[src/rtl/cart_pkg.sv]
// Shared types and the cart LED mask decoder for the player row.
// No state; the mask function is pure combinational decode.
// No handshake; callers slice the result to their row width.
package cart_pkg;

    typedef enum logic {PLAY = 1'b0, DEAD = 1'b1} cart_state_t;

    localparam int MAX_COLS  = 32;
    localparam int MAX_IDX_W = 5;

    // Bits above cols stay zero so the result can be sliced to any row width.
    function automatic logic [MAX_COLS-1:0] cart_mask(input int pos, input int cols,
                                                      input int cart_w, input bit wrap);
        logic [MAX_COLS-1:0] m;
        int                  idx;
        m = '0;
        for (int k = 0; k < MAX_COLS; k++) begin
            if (k < cart_w) begin
                idx = pos + k;
                if (wrap && idx >= cols)
                    idx = idx - cols;
                if (idx < cols)
                    m[idx[MAX_IDX_W-1:0]] = 1'b1;
            end
        end
        return m;
    endfunction

endpackage

[src/rtl/cart_row_if.sv]
// Button/game-over inputs and row/position/alive outputs of one cart row.
// Latency and flow control are defined by the attached cart_row instance.
// No backpressure; inputs are levels sampled every clock.
interface cart_row_if #(parameter int COLS = 8);

    localparam int PW = $clog2(COLS);

    logic            inL;
    logic            inR;
    logic            gg;
    logic [COLS-1:0] out;
    logic [PW-1:0]   pos;
    logic            alive;

    modport master (output inL, inR, gg, input  out, pos, alive);
    modport slave  (input  inL, inR, gg, output out, pos, alive);

endinterface

[src/rtl/tick_div.sv]
// Free-running sample divider: tick is high while the count is zero.
// Tick is decoded from the counter register, no input-to-output path.
// No backpressure; en freezes the count, clr forces it to zero.
module tick_div #(
    parameter int WIDTH = 2
) (
    input  logic clk,
    input  logic reset,
    input  logic clr,
    input  logic en,
    output logic tick
);

    logic [WIDTH-1:0] cnt;

    always_ff @(posedge clk) begin
        if (reset || clr)
            cnt <= '0;
        else if (en)
            cnt <= cnt + 1'b1;
    end

    assign tick = (cnt == '0);

endmodule

[src/rtl/cart_row.sv]
// Player-row cart: latches button presses and moves the cart one column per tick.
// New position is visible on out/pos one clock after the tick edge.
// No backpressure; presses between ticks are held in sticky request latches.
module cart_row
    import cart_pkg::*;
#(
    parameter int COLS      = 8,
    parameter int CART_W    = 2,
    parameter int WIDTH     = 2,
    parameter int WRAP      = 1,
    parameter int START_POS = (COLS - CART_W) / 2
) (
    input  logic       clk,
    input  logic       reset,
    cart_row_if.slave  bus
);

    localparam int              PW      = $clog2(COLS);
    localparam int              LIMIT   = (WRAP != 0) ? COLS - 1 : COLS - CART_W;
    localparam logic [PW:0]     LIMIT_W = (PW + 1)'(LIMIT);
    localparam logic [PW-1:0]   START_P = PW'(START_POS);

    cart_state_t         state, state_nxt;
    logic [PW-1:0]       pos, pos_nxt;
    logic                req_l, req_r, req_l_nxt, req_r_nxt;
    logic                tick, mv_l, mv_r;
    logic [PW:0]         up, dn;
    logic [MAX_COLS-1:0] mask;

    tick_div #(.WIDTH(WIDTH)) u_div (
        .clk   (clk),
        .reset (reset),
        .clr   (bus.gg),
        .en    (state == PLAY),
        .tick  (tick)
    );

    always_ff @(posedge clk) begin
        if (reset) begin
            state <= PLAY;
            pos   <= START_P;
            req_l <= 1'b0;
            req_r <= 1'b0;
        end else begin
            state <= state_nxt;
            pos   <= pos_nxt;
            req_l <= req_l_nxt;
            req_r <= req_r_nxt;
        end
    end

    // One extra bit on up/dn so limit and underflow are visible before wrap or clamp.
    always_comb begin
        state_nxt = state;
        pos_nxt   = pos;
        req_l_nxt = req_l;
        req_r_nxt = req_r;
        mv_l      = req_l | bus.inL;
        mv_r      = req_r | bus.inR;
        up        = {1'b0, pos} + 1'b1;
        dn        = {1'b0, pos} - 1'b1;
        case (state)
            PLAY: begin
                if (bus.gg) begin
                    state_nxt = DEAD;
                    req_l_nxt = 1'b0;
                    req_r_nxt = 1'b0;
                end else if (tick) begin
                    req_l_nxt = 1'b0;
                    req_r_nxt = 1'b0;
                    if (mv_l && !mv_r) begin
                        if (up <= LIMIT_W)
                            pos_nxt = up[PW-1:0];
                        else if (WRAP != 0)
                            pos_nxt = '0;
                    end else if (mv_r && !mv_l) begin
                        if (!dn[PW])
                            pos_nxt = dn[PW-1:0];
                        else if (WRAP != 0)
                            pos_nxt = LIMIT_W[PW-1:0];
                    end
                end else begin
                    req_l_nxt = mv_l;
                    req_r_nxt = mv_r;
                end
            end
            default: begin
            end
        endcase
    end

    assign mask = cart_mask(int'(pos), COLS, CART_W, WRAP != 0);

    if (COLS < MAX_COLS) begin : g_pad
        logic [MAX_COLS-COLS-1:0] pad_unused;
        assign pad_unused = mask[MAX_COLS-1:COLS];
    end

    assign bus.out   = (state == PLAY) ? mask[COLS-1:0] : '0;
    assign bus.pos   = pos;
    assign bus.alive = (state == PLAY);

endmodule

[src/flat_wrapper.sv]
// flat-port wrapper written by rule: the top's interface ports become plain ports
module cart_row_flat import cart_pkg::*;
#(
    parameter int COLS      = 8,
    parameter int CART_W    = 2,
    parameter int WIDTH     = 2,
    parameter int WRAP      = 1,
    parameter int START_POS = (COLS - CART_W) / 2
)
  (clk, reset, bus_inL, bus_inR, bus_gg, bus_out, bus_pos, bus_alive);
  cart_row_if #(.COLS(COLS)) bus_i ();
  input  logic clk;
  input  logic reset;
  input wire logic [$bits(bus_i.inL)-1:0] bus_inL;
  input wire logic [$bits(bus_i.inR)-1:0] bus_inR;
  input wire logic [$bits(bus_i.gg)-1:0] bus_gg;
  output wire logic [$bits(bus_i.out)-1:0] bus_out;
  output wire logic [$bits(bus_i.pos)-1:0] bus_pos;
  output wire logic [$bits(bus_i.alive)-1:0] bus_alive;
  assign bus_i.inL = bus_inL;
  assign bus_i.inR = bus_inR;
  assign bus_i.gg = bus_gg;
  assign bus_out = bus_i.out;
  assign bus_pos = bus_i.pos;
  assign bus_alive = bus_i.alive;
  cart_row #(.COLS(COLS), .CART_W(CART_W), .WIDTH(WIDTH), .WRAP(WRAP), .START_POS(START_POS)) u_core (.clk(clk), .reset(reset), .bus(bus_i));
endmodule
[config.mk]
export PLATFORM = sky130hd
export DESIGN_NAME = cart_row_flat
export DESIGN_NICKNAME = d
export VERILOG_FILES = /design/src/rtl/cart_pkg.sv /design/src/rtl/cart_row_if.sv /design/src/rtl/tick_div.sv /design/src/rtl/cart_row.sv /design/src/flat_wrapper.sv
export SDC_FILE = /design/constraint.sdc
export NUM_CORES = 1
export LEC_CHECK = 0
export BUFFER_PORTS_ARGS = -buffer_cell sky130_fd_sc_hd__clkbuf_2
export CAP_MARGIN = 20
export CORE_MARGIN = 2
export CORE_UTILIZATION = 45
export DETAILED_ROUTE_END_ITERATION = 8
export HOLD_SLACK_MARGIN = 0.1
export PLACE_DENSITY = 0.7
export SETUP_SLACK_MARGIN = 0.5
export SYNTH_ARGS = -nofsm -noshare
export SYNTH_HDL_FRONTEND = slang
export SYNTH_SLANG_ARGS = --single-unit
[constraint.sdc]
create_clock -name clk -period 2 [get_ports clk]
set_input_delay 0.4 -clock clk [delete_from_list [all_inputs] [get_ports clk]]
set_output_delay 0.4 -clock clk [all_outputs]
set_load 0.02 [all_outputs]
==> flow_summary.toml, run 1 <==
[run_status]
status = "finished clean"

[timing]
worst_slew_pin_slew_ps = 365.1
fin_skew_ps = 5.351
final_hold_viol_count = 0
rsz0062_at_grt = "true"
whs_ps = 390.7
totalNegativeSetupSlack_ps = 0
fin_crit_ps = 1906
slew_headroom = 0.7556
period_share = 0.9528
finalMaxSlewViolations = 0
finalSetupViolCount = 0
max_freq_mhz = 524.8

[layout]
layout_common_cells = "nor2_1 (9), clkbuf_2 (8), buf_4 (8), a22oi_2 (6)"
drive_gt1_frac = 0.6000
syn_to_final_growth_pct = 60.32
design_area_um2 = 1011
final_common_cell = "nor2_1"
diodes = 0
stdcell_count = 115
nNetsFinal = 118
fill_cells = 83

[grt]
antenna_found_initial = 0
grt_max_degree = 11
grt_first_pass_wirelength_mm = 2.435
grt_util_all_layers = 0.1807
busiest_layer = "met2"
met1_usage = 0.2124
use_met3 = 0.06522
met2_usage = 0.3031
grt_pass1_vias = 574
grt-ovfl-total = 0

[placed_design]
dpl_cell_area_um2 = 828.3
gp_congestion = 0.7081
hpwl_mm = 1.023
port_buffers = 16
dp.cells = 104

[synthesis]
synth_edf_count = 0
synthArstFlopShare = 0
ys_seq_elements = 8
netlist_area_um2 = 630.6
seq_area_frac_synth = 0.2540
synth_cells = 74
yosysUniqueCellTypes = 22
ys_warn_count = 0
synth_nets = 91
syn_avg_cell_area_um2 = 8.522
synth_ff_type = "dfxtp_1"

[worst_hold_path]
hold_path.class = "input pin to flop"
min_from = "reset"
min_path_cells = 2
whs_endpoint = "u_core.state"

[floorplanning]
initial_core_util = 0.4846
core_um2 = 1301
chipWidth_um = 41.44
io-pin-count = 17
die_h_um = 41.44
fp.dieArea_um2 = 1717
num_rows = 13

[detailed_routing]
drc = 0
ant_nets = 0
drtIter0Drc = 19
wl_mm = 1.479
vias_per_cell = 5.183
routedWlPerCell_um = 12.86
drt_pre_antenna_iters = 4
num_vias = 596

[worst_setup_path]
critPathArrivalTime_ps = 1510
ff2ff_setup_slack_ps = 450
reg2reg_depth = 5
worstSetupPathType = "flop to output pin"
timing.rr.end = "u_core.bus.pos[1]"
worstPathMaxFanout = 5
reg2reg_from = "u_core.req_l"
end_kind = "output pin"
required_ps = 1600
start_kind = "flop"

[power]
power.density_nw_per_um2 = 627.7
peakVddDrop_mv = 0.4113
p_leak_uw = 0.0004439
power_uw = 634.6

[clock_tree]
root_buffer = "clkbuf_4"
cts_buffers = 3
clk_path_buf_depth = 2
clock-sinks = 8
path_clk_slew_ps = 60
hold_buffers = 0
tritoncts = "yes"
clkLatencyLatePin_ps = 250
ctsHtreeMaxLevel = 1

[flow_run]
maxCapViolCount = 0
-- cell type report --
| class | instances | area [um2] | area share |
|---|---|---|---|
| multi-input combinational | 57 | 551.8 | 0.5458 |
| inverter | 7 | 31.28 | 0.03094 |
| sequential | 8 | 175.2 | 0.1733 |
| clock buffer | 4 | 26.28 | 0.02599 |
| timing repair buffer | 24 | 207.7 | 0.2054 |
| tap | 15 | 18.77 | 0.01856 |
-- synth_stat cells, types with 2 or more instances --
cell,number,share of area
a21oi_1,5,0.040
a22oi_1,6,0.071
dfxtp_1,8,0.25
ha_1,12,0.24
inv_1,7,0.042
nor2_1,17,0.10
nor3_1,2,0.016
o21bai_1,2,0.024
or2_2,2,0.020
-- worst max-delay path, cell delays in order (launching register included) --
cell and delay, ps:
dfxtp_4 360, ha_4 170, ha_4 240, buf_4 140
a22oi_2 140, nor2_2 50, clkbuf_8 150
-- logic make-up after synthesis --
logic type,count (synthesis),synth area share
and+or+nand+nor,26,0.2222
AOI/OAI and AO/OA,16,0.1766
adders and majority gates,12,0.2381
buffers and inverters,9,0.06548
DFF,8,0.2540
xor gates and xnor gates,2,0.02778
muxes,1,0.01587
-- worst max path at each step --
stage,from,to,slack [ps],depth (start not counted)
floorplan,bus_inL,u_core.bus.pos[1],460,5
global placement,bus_inL,u_core.bus.pos[2],290,6
detailed placement,bus_inL,u_core.bus.pos[1],270,6
CTS,u_core.bus.pos[0],bus_out[6],70,6
global route,u_core.bus.pos[0],bus_out[1],30,6
finish,u_core.bus.pos[0],bus_out[1],90,6
-- metal layers --
metal	wire, um	vias up	share of wire
met5	0	-	0
met4	0	0	0
met3	58	0	0.039
met2	720	15	0.49
met1	700	276	0.47
li1	-	305	-
-- report_power, final --
part           switching, uW  internal, uW  total, uW
clock                   54.0          76.2        130
sequential              21.2           170        191
combinational            152           161        313
-- flip-flops by register name, summed over array words and instances, names as in the netlist --
| name | cells |
|---|---|
| u_core.bus.pos | 3 |
| u_core.req_l | 1 |
| u_core.req_r | 1 |
| u_core.state | 1 |
| u_core.u_div.cnt | 2 |
-- metrics by stage --
stage / setup slack, ps / util
floorplan: 455.9 / -
global placement: 289.6 / 0.6365
detailed placement: 274.9 / 0.6365
CTS: 73.97 / 0.7471
global route: 32.03 / 0.7769
finish: 94.36 / 0.7769
-- repair_timing --
action | in CTS | in global routing
pin swaps | 12 | 6
resized for setup | 17 | 13
buffers inserted | 6 | 1
setup endpoints to repair | 12 | 12
hold endpoints to repair | 0 | 0
No activity file was read; power rests on OpenSTA's default activity.
==> run 2: changes to the inputs <==
==> constraint.sdc (replaced) <==
create_clock -name clk -period 2 [get_ports clk]
set_input_delay 0.2 -clock clk [delete_from_list [all_inputs] [get_ports clk]]
set_output_delay 0.2 -clock clk [all_outputs]
set_load 0.02 [all_outputs]
==> run 2 against run 1 <==
Against the previous run:
- highest routed layer is now met4
- clock skew rose by 1.0 ps
- via count shrank 2.9%
- first-iteration DRC count fell by 74%
- worst hold slack lost 210 ps
- setup slack better by 220 ps
- non-clock buffer count shrank 2
- sequential power hardly changed
==> flow_summary.toml, run 2 (synthesis results as in run 1) <==
[floorplanning]
chipWidth_um = 41.44
io-pin-count = 17
initial_core_util = 0.4846
num_rows = 13
core_um2 = 1301
fp.dieArea_um2 = 1717
die_h_um = 41.44

[grt]
grt_max_degree = 15
grt-ovfl-total = 0
grt_first_pass_wirelength_mm = 2.235
grt_util_all_layers = 0.1668
grt_pass1_vias = 510
antenna_found_initial = 0

[layout]
final_common_cell = "nor2_1"
layout_common_cells = "nor2_1 (17), buf_4 (11), ha_1 (8), clkbuf_2 (8)"
largestRegisters = "u_core.bus.pos (3), u_core.u_div.cnt (2)"
syn_to_final_growth_pct = 38.89
design_area_um2 = 875.8
top_register = "u_core.bus.pos"
diodes = 0
drive_gt1_frac = 0.4592
nNetsFinal = 116
largest_register_ffs = 3

[timing]
final_hold_viol_count = 0
whs_ps = 177.4
finalSetupViolCount = 0
fin_crit_ps = 1684
setup_ws_ps = 315.6
fin_skew_ps = 6.353
period_share = 0.8422
rsz0062_at_grt = "true"
max_freq_mhz = 593.7
totalNegativeSetupSlack_ps = 0
slew_headroom = 0.8004
finalMaxSlewViolations = 0
worst_slew_pin_slew_ps = 299.4

[detailed_routing]
ant_nets = 0
num_vias = 579
drtIter0Drc = 5
wl_mm = 1.310
vias_per_cell = 5.124
drt_pre_antenna_iters = 4
drc = 0
routedWlPerCell_um = 11.59

[worst_setup_path]
end_kind = "output pin"
critPathArrivalTime_ps = 1480
required_ps = 1800
start_kind = "flop"
worstPathMaxFanout = 6
reg2reg_depth = 4
worstSetupPathType = "flop to output pin"

[clock_tree]
cts_buffers = 3
tritoncts = "yes"
root_buffer = "clkbuf_4"
ctsHtreeMaxLevel = 1
clock-sinks = 8
clkLatencyLatePin_ps = 260
path_clk_slew_ps = 60
clk_path_buf_depth = 2

[placed_design]
gp_congestion = 0.7776
post-place-ws_ps = 403.6
dpl_cell_area_um2 = 765.7
port_buffers = 16

[worst_hold_path]
hold_path.class = "input pin to flop"
min_path_cells = 2

[flow_run]
maxCapViolCount = 0

[power]
p_leak_uw = 0.0004192
peakVddDrop_mv = 0.4325
power.density_nw_per_um2 = 648.1

[run_status]
status = "finished clean"
[run 2: timing repair]
action                                  4_1_cts  5_1_grt
endpoints found under the setup margin       11       12
buffers inserted                              5        1
pin swaps                                     8        4
gates resized for setup                      12       11
hold buffers                                  0        0
[run 2: worst max-delay path, stage by stage, from the launching register on]
cell and delay (ps):
dfxtp_4 360, ha_4 170, ha_4 300, inv_4 60
a22oi_2 110, nor2_1 60, buf_4 160
[run 2: worst paths after layout]
| check | slack, ps | startpoint | end |
|---|---|---|---|
| setup / recovery | 320 | u_core.bus.pos[1] | bus_out[5] |
| hold / removal | 180 | reset | u_core.bus.pos[2] |
| setup reg to reg | 500 | u_core.bus.pos[1] | u_core.bus.pos[2] |
| hold reg to reg | 460 | u_core.req_l | u_core.req_l |
[run 2: cell type report]
| type | count | area (um2) |
|---|---|---|
| multi-input cells | 57 | 490.5 |
| fillers | 109 | 425.4 |
| flip-flops and latches | 8 | 173.9 |
| repair buffers | 22 | 137.6 |
| inverters | 7 | 28.78 |
| clock buffers | 4 | 26.28 |
| well taps | 15 | 18.77 |
[run 2: per-stage QoR]
step / total power (uW) / std cells / utilization
2_1_floorplan: 340.6 / 74 / -
3_3_place_gp: 390.1 / 103 / 0.5885
3_5_place_dp: 394.0 / 103 / 0.5885
4_1_cts: 565.6 / 112 / 0.6635
5_1_grt: 605.1 / 113 / 0.6731
6_report: 567.6 / 113 / 0.6731
[run 2: routing by layer]
metal | global-route usage | share of wire
met5 | 0 | 0
met4 | 0.05806 | 0.013
met3 | 0.06522 | 0.054
met2 | 0.2406 | 0.44
met1 | 0.2237 | 0.49
[run 2: power by group]
| part | internal, uW | total, uW | switching (uW) |
|---|---|---|---|
| registers | 170 | 189 | 18.6 |
| logic | 115 | 242 | 127 |
| clock network | 76.6 | 137 | 59.9 |
| total | 362 | 568 | 206 |
==> run 3: changes to the inputs <==
--- a/config.mk
+++ b/config.mk
@@ -5,13 +5,14 @@
 export SDC_FILE = /design/constraint.sdc
 export NUM_CORES = 1
 export LEC_CHECK = 0
+export ABC_AREA = 1
 export BUFFER_PORTS_ARGS = -buffer_cell sky130_fd_sc_hd__clkbuf_2
 export CAP_MARGIN = 20
 export CORE_MARGIN = 2
 export CORE_UTILIZATION = 45
 export DETAILED_ROUTE_END_ITERATION = 8
 export HOLD_SLACK_MARGIN = 0.1
-export PLACE_DENSITY = 0.7
+export PLACE_DENSITY = 0.73
 export SETUP_SLACK_MARGIN = 0.5
 export SYNTH_ARGS = -nofsm -noshare
 export SYNTH_HDL_FRONTEND = slang
==> constraint.sdc (replaced) <==
create_clock -name clk -period 1.37 [get_ports clk]
set_input_delay 0.137 -clock clk [delete_from_list [all_inputs] [get_ports clk]]
set_output_delay 0.137 -clock clk [all_outputs]
set_load 0.02 [all_outputs]
==> run 3 against run 2 <==
Against the previous run:
- the run now fails in global routing
- synthesized cell count increased by 34%
- area after synthesis increased by 2.2%
==> flow_summary.toml, run 3 <==
[placed_design]
dp.cells = 135
port_buffers = 16
hpwl_mm = 1.186
gp_congestion = 0.8406
dpl_cell_area_um2 = 935.9

[synthesis]
ys_warn_count = 0
yosysUniqueCellTypes = 13
synth_cells = 99
netlist_area_um2 = 644.4
synth.most_common_cell = "nand2_1"
synth_nets = 116
seq_area_frac_synth = 0.2485
synth_area_leaders = "dfxtp_1 (25%), ha_1 (23%), nand2_1 (19%)"
yosysTopAreaCell = "dfxtp_1"
synth_ff_type = "dfxtp_1"
synth_commonest_cells = "nand2_1 (33), a21oi_1 (13), inv_1 (13)"
synth_edf_count = 0
syn_avg_cell_area_um2 = 6.509
synthArstFlopShare = 0
ys_seq_elements = 8
synth_top_area_frac = 0.2485

[floorplanning]
chipWidth_um = 41.84
io-pin-count = 17
die_h_um = 41.84
num_rows = 13
initial_core_util = 0.4891

[clock_tree]
clk_path_buf_depth = 2
cts_buffers = 3
root_buffer = "clkbuf_4"
clock-sinks = 8
ctsHtreeMaxLevel = 1

[run_status]
error = "[ERROR DPL-0033] detailed placement checks failed during check placement."
status = "stopped before the end"
stop_stage = "global routing"

[grt]
grt_max_degree = 10
antenna_found_initial = 0

[timing]
grt-worst-endpoint = "bus_out[3]"
worstEndpointType = "primary output"
[run 3: changes by cell type after synthesis, moves of 2 or more]
cell,before,now
nor3_1,2,0
nor2_1,17,11
nand2_1,1,33
nand3_1,0,3
a22oi_1,6,0
inv_1,7,13
a21oi_1,5,13
o21bai_1,2,0
[run 3: timing repair]
item / in CTS
cloned: 0
setup endpoints to repair: 18
resized for setup: 37
endpoints found under the hold margin: 1
buffers inserted: 3
hold buffers: 1
pin swaps: 4
[run 3: metrics by stage]
step,hold slack (ps),util,TNS (ps),worst slack (ps)
after floorplan,199.4,-,0,116.4
after global placement,373.1,0.7104,0,31.66
after detailed placement,378.2,0.7104,0,19.13
after CTS,104.9,0.8519,-1845,-249.0
[run 3: cells by family after synthesis]
logic type               after synthesis  share of synthesized area
AND/OR/NAND/NOR                       50                     0.3088
adder cells (fa/ha/maj)               12                     0.2330
flip-flops                             8                     0.2485
buffers and inverters                 14                    0.08349
AO/OA/AOI/OAI                         15                     0.1262
==> run 4: changes to the inputs <==
--- a/config.mk
+++ b/config.mk
@@ -8,12 +8,10 @@
 export ABC_AREA = 1
 export BUFFER_PORTS_ARGS = -buffer_cell sky130_fd_sc_hd__clkbuf_2
 export CAP_MARGIN = 20
-export CORE_MARGIN = 2
-export CORE_UTILIZATION = 45
+export CORE_AREA = 2 2 63 65
 export DETAILED_ROUTE_END_ITERATION = 8
-export HOLD_SLACK_MARGIN = 0.1
-export PLACE_DENSITY = 0.73
-export SETUP_SLACK_MARGIN = 0.5
+export DIE_AREA = 0 0 65 67
+export PLACE_DENSITY_LB_ADDON = 0.15
 export SYNTH_ARGS = -nofsm -noshare
 export SYNTH_HDL_FRONTEND = slang
 export SYNTH_SLANG_ARGS = --single-unit
==> constraint.sdc (replaced) <==
create_clock -name clk -period 1.8 [get_ports clk]
set_input_delay 0.18 -clock clk [delete_from_list [all_inputs] [get_ports clk]]
set_output_delay 0.18 -clock clk [all_outputs]
set_load 0.02 [all_outputs]
==> run 4 against run 3 <==
Against the previous run:
- the flow now finishes without violations
- area after synthesis stayed put
- synthesized cell count stayed put
==> flow_summary.toml, run 4 <==
[run_status]
status = "finished clean"

[timing]
fin_skew_ps = 2.873
finalMaxSlewViolations = 0
slew_headroom = 0.6308
totalNegativeSetupSlack_ps = 0
rsz0062_at_grt = "false"
final_hold_viol_count = 0
worst_slew_pin_slew_ps = 553.1
fin_crit_ps = 1683
max_freq_mhz = 594.1
finalSetupViolCount = 0
period_share = 0.9351

[synthesis]
synth_commonest_cells = "nand2_1 (33), a21oi_1 (13), inv_1 (13)"
synth_nets = 116
synth_area_leaders = "dfxtp_1 (25%), ha_1 (23%), nand2_1 (19%)"
muxShareOfSynthArea = 0
synthArstFlopShare = 0
synthAdderAreaFrac = 0.2330
synth_cells = 99
yosysUniqueCellTypes = 13
synth.most_common_cell = "nand2_1"
yosysTopAreaCell = "dfxtp_1"
syn_avg_cell_area_um2 = 6.509
synth_compound_area_frac = 0.1262
synth_top_family_by_area = "simple AND/OR/NAND/NOR gates"
synth-xor-area-share = 0
synth_ff_type = "dfxtp_1"
ys_seq_elements = 8
synth_edf_count = 0
seq_area_frac_synth = 0.2485
synth_top_area_frac = 0.2485
netlist_area_um2 = 644.4
ys_warn_count = 0
synth_simple_gate_area_frac = 0.3087

[clock_tree]
clk_path_buf_depth = 2
tritoncts = "yes"
clkLatencyLatePin_ps = 230
hold_buffers = 0
cts_buffers = 3
post_cts_buffers = 0
root_buffer = "clkbuf_8"
clock-sinks = 8
ctsHtreeMaxLevel = 1
path_clk_slew_ps = 40

[detailed_routing]
wl_mm = 1.626
drt_pre_antenna_iters = 4
num_vias = 643
drc = 0
ant_nets = 0
drtIter0Drc = 14
routedWlPerCell_um = 9.679
vias_per_cell = 3.827

[worst_setup_path]
setup.worst_path.start = "u_core.bus.pos[0]"
worstSetupPathType = "flop to output pin"
reg2reg_depth = 8
worstPathMaxFanout = 6
start_kind = "flop"
required_ps = 1620
end_kind = "output pin"
critPathArrivalTime_ps = 1500
reg2reg_from = "u_core.req_l"
worstSetupEndpoint = "bus_out[4]"
timing.rr.end = "u_core.bus.pos[2]"
ff2ff_setup_slack_ps = 360

[power]
peakVddDrop_mv = 0.4809
p_leak_uw = 0.0004232
power_uw = 644.9
power.density_nw_per_um2 = 745.9

[placed_design]
gp_congestion = 0.7169
hpwl_mm = 1.304
port_buffers = 16

[layout]
final_common_cell = "nand2_1"
diodes = 0
layout_common_cells = "nand2_1 (33), clkbuf_2 (15), a21oi_1 (13), inv_1 (12), nor2_1 (11)"
top_register = "u_core.bus.pos"
largestRegisters = "u_core.bus.pos (3), u_core.u_div.cnt (2)"
nNetsFinal = 139
drive_gt1_frac = 0.2333
syn_to_final_growth_pct = 34.17
largest_register_ffs = 3

[worst_hold_path]
hold_path.class = "input pin to flop"

[floorplanning]
core_um2 = 3606
io-pin-count = 17
num_rows = 22
die_h_um = 67
fp.dieArea_um2 = 4355
chipWidth_um = 65
initial_core_util = 0.1787

[grt]
grt_max_degree = 16
grt_first_pass_wirelength_mm = 2.760
grt_pass1_vias = 640
antenna_found_initial = 0
grt-ovfl-total = 0
grt_util_all_layers = 0.08369

[flow_run]
maxCapViolCount = 0
-- run 4: kinds of logic after synthesis --
logic type                 count (synthesis)
adders and majority gates                 12
DFF                                        8
AOI/OAI and AO/OA                         15
and+or+nand+nor                           50
buffers and inverters                     14
-- run 4: critical path: stages, from the launching register on --
cell,delay (ps)
dfxtp_1,300
ha_1,240
ha_4,250
inv_1,110
nand2_1,70
a21oi_1,120
clkbuf_4,190
-- run 4: through the flow --
| step | utilization | instances | cell area [um2] | hold slack [ps] | worst slack, ps |
|---|---|---|---|---|---|
| after CTS | 0.2380 | 168 | 858.3 | 171.6 | 64.31 |
| after detailed placement | 0.2224 | 165 | 802.0 | 416.3 | 236.1 |
| after global placement | 0.2224 | 165 | 802.0 | 416.8 | 276.7 |
| after floorplan | - | 99 | 644.4 | 242.4 | 53.51 |
| final | 0.2398 | 168 | 864.6 | 176.5 | 116.9 |
| after global routing | 0.2398 | 168 | 864.6 | 204.1 | 2.994 |
-- run 4: how the worst min path moves through the flow --
stage	startpoint	end	slack (ps)	cells after the start
floorplan	reset	u_core.req_r	240	1
global placement	reset	u_core.req_r	420	2
detailed placement	reset	u_core.req_r	420	2
CTS	reset	u_core.req_r	170	2
global route	reset	u_core.req_r	200	2
finish	reset	u_core.req_r	180	2
-- run 4: layer usage --
layer  up-vias  track usage  wire [um]
met3         2      0.02196        105
met5         -            0          0
met4         0      0.03191         13
met1       271      0.09173        787
met2        19       0.1534        720
li1        351            -          -
-- run 4: power breakdown --
group,internal (uW),switching [uW]
Sequential,189,11.0
Combinational,87.1,143
Clock,145,70.1
-- run 4: area by class of cell --
class	count	area, um2
fillers	412	2741
well taps	48	60.06
clock buffers	3	41.29
inverters	13	52.55
flip-flops and latches	8	160.2
repair buffers	19	105.1
multi-input cells	77	445.4
-- run 4: what timing repair did --
| action | CTS | global route |
|---|---|---|
| endpoints found under the setup margin | 1 | 4 |
| endpoints found under the hold margin | 0 | 0 |
| gates resized for setup | 2 | 2 |
